==> src/rtl/column_cursor_encoder.sv <==
// Connect4 column cursor: left/right seeking past full columns, one-hot column code,
// and a valid/done drop handshake towards the board controller.
module column_cursor_encoder #(
    parameter int NUM_COLS  = 7,
    parameter int IDX_W     = 3,
    parameter int START_COL = 3
) (
    input  logic                clk,
    input  logic                rst,
    input  logic                move_left,
    input  logic                move_right,
    input  logic                drop_req,
    input  logic [NUM_COLS-1:0] col_full,
    input  logic                turn_done,
    output logic [IDX_W-1:0]    column_index,
    output logic [NUM_COLS-1:0] column_onehot,
    output logic                drop_valid,
    output logic                busy,
    output logic                no_moves
);

    typedef enum logic [1:0] {
        IDLE,
        SEEK,
        DROP
    } state_t;

    localparam logic [IDX_W-1:0] LAST_COL  = IDX_W'(NUM_COLS - 1);
    localparam logic [IDX_W-1:0] FIRST_COL = '0;
    localparam logic [IDX_W-1:0] START_IDX = IDX_W'(START_COL);
    // A seek may take at most NUM_COLS-1 steps; this is the count before the last one.
    localparam logic [IDX_W-1:0] LAST_STEP = IDX_W'(NUM_COLS - 2);

    state_t           state;
    logic             dir_right;
    logic [IDX_W-1:0] step_cnt;
    logic [IDX_W-1:0] seek_next;
    logic             all_full;
    logic             single_move;

    function automatic logic [IDX_W-1:0] next_col(input logic [IDX_W-1:0] idx,
                                                  input logic right);
        logic [IDX_W-1:0] r;
        if (right) r = (idx == LAST_COL) ? FIRST_COL : idx + 1'b1;
        else       r = (idx == FIRST_COL) ? LAST_COL : idx - 1'b1;
        return r;
    endfunction

    function automatic logic [NUM_COLS-1:0] onehot_of(input logic [IDX_W-1:0] idx);
        return {{(NUM_COLS-1){1'b0}}, 1'b1} << idx;
    endfunction

    assign seek_next   = next_col(column_index, dir_right);
    assign all_full    = &col_full;
    assign single_move = move_left ^ move_right;

    always_ff @(posedge clk) begin
        if (rst) begin
            state         <= IDLE;
            column_index  <= START_IDX;
            column_onehot <= onehot_of(START_IDX);
            drop_valid    <= 1'b0;
            busy          <= 1'b0;
            no_moves      <= 1'b0;
            dir_right     <= 1'b1;
            step_cnt      <= '0;
        end else begin
            no_moves <= all_full;
            case (state)
                IDLE: begin
                    // A drop request owns the cycle even when it cannot be honoured.
                    if (drop_req) begin
                        if (!col_full[column_index] && !no_moves) begin
                            state      <= DROP;
                            drop_valid <= 1'b1;
                            busy       <= 1'b1;
                        end
                    end else if (single_move) begin
                        if (!no_moves) begin
                            state     <= SEEK;
                            busy      <= 1'b1;
                            dir_right <= move_right;
                            step_cnt  <= '0;
                        end
                    end else if (!move_left && col_full[column_index] && !no_moves) begin
                        state     <= SEEK;
                        busy      <= 1'b1;
                        dir_right <= 1'b1;
                        step_cnt  <= '0;
                    end
                end
                SEEK: begin
                    if (all_full) begin
                        state <= IDLE;
                        busy  <= 1'b0;
                    end else begin
                        column_index  <= seek_next;
                        column_onehot <= onehot_of(seek_next);
                        step_cnt      <= step_cnt + 1'b1;
                        if (!col_full[seek_next] || step_cnt == LAST_STEP) begin
                            state <= IDLE;
                            busy  <= 1'b0;
                        end
                    end
                end
                DROP: begin
                    if (turn_done) begin
                        state      <= IDLE;
                        drop_valid <= 1'b0;
                        busy       <= 1'b0;
                    end
                end
                default: begin
                    state      <= IDLE;
                    drop_valid <= 1'b0;
                    busy       <= 1'b0;
                end
            endcase
        end
    end

endmodule

==> config.mk <==
export PLATFORM = sky130hd
export DESIGN_NAME = column_cursor_encoder
export DESIGN_NICKNAME = d
export VERILOG_FILES = /design/src/rtl/column_cursor_encoder.sv
export SDC_FILE = /design/constraint.sdc
export NUM_CORES = 1
export LEC_CHECK = 0
export ABC_AREA = 1
export BUFFER_PORTS_ARGS = -buffer_cell sky130_fd_sc_hd__buf_2
export CAP_MARGIN = 10
export CORE_MARGIN = 8
export CORE_UTILIZATION = 35
export CTS_CLUSTER_SIZE = 28
export DETAILED_ROUTE_END_ITERATION = 12
export GPL_TIMING_DRIVEN = 0
export PLACE_DENSITY = 0.58
export SLEW_MARGIN = 20
export SYNTH_ARGS = -nofsm -noshare
export SYNTH_HDL_FRONTEND = slang
export SYNTH_SLANG_ARGS = --single-unit
==> constraint.sdc <==
create_clock -name clk -period 1.55 [get_ports clk]
set_input_delay 0.155 -clock clk [delete_from_list [all_inputs] [get_ports clk]]
set_output_delay 0.155 -clock clk [all_outputs]
set_load 0.05 [all_outputs]
==> flow_metrics.env <==
export IMPL_drc=0
export IMPL_cp_num_buf_inv=2
export IMPL_viasPerCell=4.71
export IMPL_cts_buffers=3
export IMPL_switching_share_pct=53.5
export IMPL_final_layout_size_suffix_gt1_share_pct=35.7
export IMPL_cp_required_ns=1.77
export IMPL_die_w_um=74.9
export IMPL_route_vias_total=1272
export IMPL_seq_area_frac_synth_pct=31.4
export IMPL_layout_min_cycle_time_ns=1.63
export IMPL_synth_area_top_cells="dfxtp_1, nand2_1, ha_1"
export IMPL_antenna_left=0
export IMPL_synthFlopType="dfxtp_1"
export IMPL_place_gp_congestion=0.830
export IMPL_yosys_area_share_simple_pct=35.6
export IMPL_violations="setup timing"
export IMPL_clock_root_buffer="clkbuf_4"
export IMPL_synth_compound_gate_area_share_pct=12.7
export IMPL_cp_end_kind="flip-flop"
export IMPL_grt_pass1_vias=1243
export IMPL_crit_slowest_cell="dfxtp_4"
export IMPL_p_leak_nw=0.823
export IMPL_p_sw_w=0.00177
export IMPL_synth_top_family_by_area="simple AND/OR/NAND/NOR gates"
export IMPL_clock_path_buffers=2
export IMPL_placed_area_um2=1440
export IMPL_clock_sinks=19
export IMPL_antenna_found_initial=0
export IMPL_diodes=0
export IMPL_seq_power_share_pct=24.6
export IMPL_p_int_w=0.00153
export IMPL_timing_fmax_mhz=615
export IMPL_rows=21
export IMPL_fin_nets=246
export IMPL_num_io_pins=26
export IMPL_drtPass1Iterations=4
export IMPL_io_buffers=25
export IMPL_clkPwrFrac_pct=7.9
export IMPL_initial_core_util_pct=36.3
export IMPL_ctsHoldBuffers=0
export IMPL_worstSkewPairLatency_ns=0.30
export IMPL_synth_edf_count=0
export IMPL_combPwrFrac_pct=67.5
export IMPL_place_ws_ns=-0.181
export IMPL_syn_num_nets=206
export IMPL_critPathMostFrequentCell="nand2_1"
export IMPL_syn_area_um2=1210
export IMPL_ir_drop_mv=0.898
export IMPL_dp_hpwl_um=2370
export IMPL_fin_skew_ns=0.00944
export IMPL_cap_violations=0
export IMPL_drt_iter0_markers=54
export IMPL_finalCritPeriodShare_pct=105
export IMPL_cp_max_fo=5
export IMPL_avgSynthCellArea_um2=6.55
export IMPL_synth_distinct_cells=25
export IMPL_synthAdderAreaFrac_pct=8.26
export IMPL_finalMaxSlewViolations=0
export IMPL_area_growth_pct=35.4
export IMPL_hold_path_class="primary input to flip-flop"
export IMPL_finalSetupViolations=1
export IMPL_synth_common_cells="nand2_1, inv_1, dfxtp_1, nand3_1"
export IMPL_die_area_um2=5600
export IMPL_grt_pass1_wl_um=5380
export IMPL_synth_seq_cells=19
export IMPL_startpoint_type="flip-flop"
export IMPL_overflow=0
export IMPL_crit_arrival_ns=1.84
export IMPL_async_reset_ff_share_pct=0
export IMPL_cpPeakStageDelay_ns=0.42
export IMPL_htree_num_levels=1
export IMPL_syn_inst=185
export IMPL_die_h_um=74.9
export IMPL_worstMarginPinSlew_ns=0.468
export IMPL_wl_per_cell_um=11.6
export IMPL_synth_xor_area_share_pct=2.17
export IMPL_cts_tree="yes"
export IMPL_critical_path_class="flip-flop to flip-flop"
export IMPL_grt_usage_pct=12.0
export IMPL_synth_top_area_share_pct=31.4
export IMPL_hold_violations=0
export IMPL_routed_wl_um=3130
export IMPL_max_slew_margin_rel_pct=68.8
export IMPL_fin_area_um2=1640
export IMPL_synthMuxAreaShare_pct=0
export IMPL_clk_pin_slew_ns=0.12
export IMPL_rsz0062_at_grt="true"
export IMPL_grt_max_degree=12
export IMPL_path_cells="inv_6 > ha_4 > nand2_4 > nand2_4 > o21ai_4 > inv_2 > nand2_1 > nand2_1 > nand2_1 > nand3_2 > a21oi_2 > nor2_1"
export IMPL_yosysMostFrequentCell="nand2_1"
export IMPL_finalPower_w=0.00330
export IMPL_fill_cells=365
export IMPL_yosys_warnings=0
export IMPL_crit_family="simple AND/OR/NAND/NOR gates"
export IMPL_postLayoutSetupSlackWorst_ns=-0.0765
export IMPL_yosysTopAreaCell="dfxtp_1"
export IMPL_power_density_nw_per_um2=2010
export IMPL_core_area_um2=3340
export IMPL_status="complete, but fails checks"
[path summary, 6_finish.rpt]
| kind | startpoint | to | slack [ns] | depth (start not counted) |
|---|---|---|---|---|
| max | column_index[1] | busy | -0.08 | 12 |
| min reg2reg | drop_valid | drop_valid | 0.46 | 2 |
| min | rst | column_index[2] | 0.07 | 2 |
| max reg2reg | column_index[1] | busy | -0.08 | 12 |
[stage by stage]
stage | hold WS [ns] | TNS (ns) | cells | utilization (%)
detailed placement | 0.389 | -0.918 | 256 | 43.0
CTS | 0.0624 | -0.0731 | 269 | 47.2
global route | 0.0845 | -0.917 | 270 | 49.2
global placement | 0.394 | -0.712 | 256 | 43.0
finish | 0.0674 | -0.0765 | 270 | 49.2
floorplan | 0.226 | -0.0868 | 185 | -
[cell usage in the layout (no fill, tap or decap), types with 2 or more instances in the layout]
cell / count
nand2_1: 47
buf_2: 25
inv_1: 22
dfxtp_1: 16
nand3_1: 13
a21oi_1: 11
nor2_1: 10
buf_4: 10
nor2_2: 5
inv_2: 5
nand3_2: 5
ha_1: 5
nand4_1: 4
nand2_2: 4
nand2_4: 4
a21oi_2: 4
o21ai_0: 4
clkbuf_4: 3
nor3_1: 2
a22oi_1: 2
ha_4: 2
dfxtp_4: 2
[state kept, by name, summed over array words and instances (netlist names)]
register,count
drop_valid,1
column_index,3
busy,1
dir_right,1
no_moves,1
step_cnt,3
column_onehot,7
state,2
[kinds of logic (layout without fill, tap and decap cells)]
logic type                 Yosys count  count (layout)
and+or+nand+nor                     97              97
buffers and inverters               32              71
AOI/OAI and AO/OA                   26              26
DFF                                 19              19
adders and majority gates            8               8
xor gates and xnor gates             3               3
[what timing repair did]
| item | 4_1_cts | 5_1_grt |
|---|---|---|
| pin swaps | 6 | 9 |
| resized for setup | 12 | 18 |
| setup buffers | 9 | 1 |
| setup endpoints to repair | 13 | 15 |
[layout make-up]
| class | instances | area [um2] | share of cell area (%) |
|---|---|---|---|
| Timing Repair Buffer | 35 | 200 | 12.2 |
| Inverter | 30 | 128 | 7.77 |
| Clock buffer | 3 | 22.5 | 1.37 |
| Clock inverter | 1 | 5.00 | 0.305 |
| Buffer | 2 | 8.76 | 0.534 |
| Multi-Input combinational cell | 134 | 831 | 50.6 |
| Tap cell | 46 | 57.6 | 3.51 |
| Sequential cell | 19 | 389 | 23.7 |
[power by group through the flow]
stage | Clock (W) | Sequential, W | Combinational, W
5_1_grt | 0.000288 | 0.000838 | 0.00246
6_report | 0.000260 | 0.000812 | 0.00223
2_1_floorplan | 0 | 0.00109 | 0.00111
4_1_cts | 0.000269 | 0.000803 | 0.00207
3_5_place_dp | 0 | 0.000815 | 0.00176
3_3_place_gp | 0 | 0.000809 | 0.00176
[metal layers]
layer	vias to the layer above	part of all wire [%]	global-route usage (%)
li1	675	-	-
met4	0	0.67	3.91
met3	2	2.1	2.13
met2	14	46	19.1
met1	581	51	15.7
met5	-	0	0
[worst reg2reg max path, stage by stage (launching register included)]
cell and delay, ns:
dfxtp_4 0.42, inv_6 0.06, ha_4 0.16, nand2_4 0.07, nand2_4 0.06, o21ai_4 0.22, inv_2 0.07, nand2_1 0.06
nand2_1 0.05, nand2_1 0.07, nand3_2 0.12, a21oi_2 0.16, nor2_1 0.05
(Power assumes the default switching activity.)
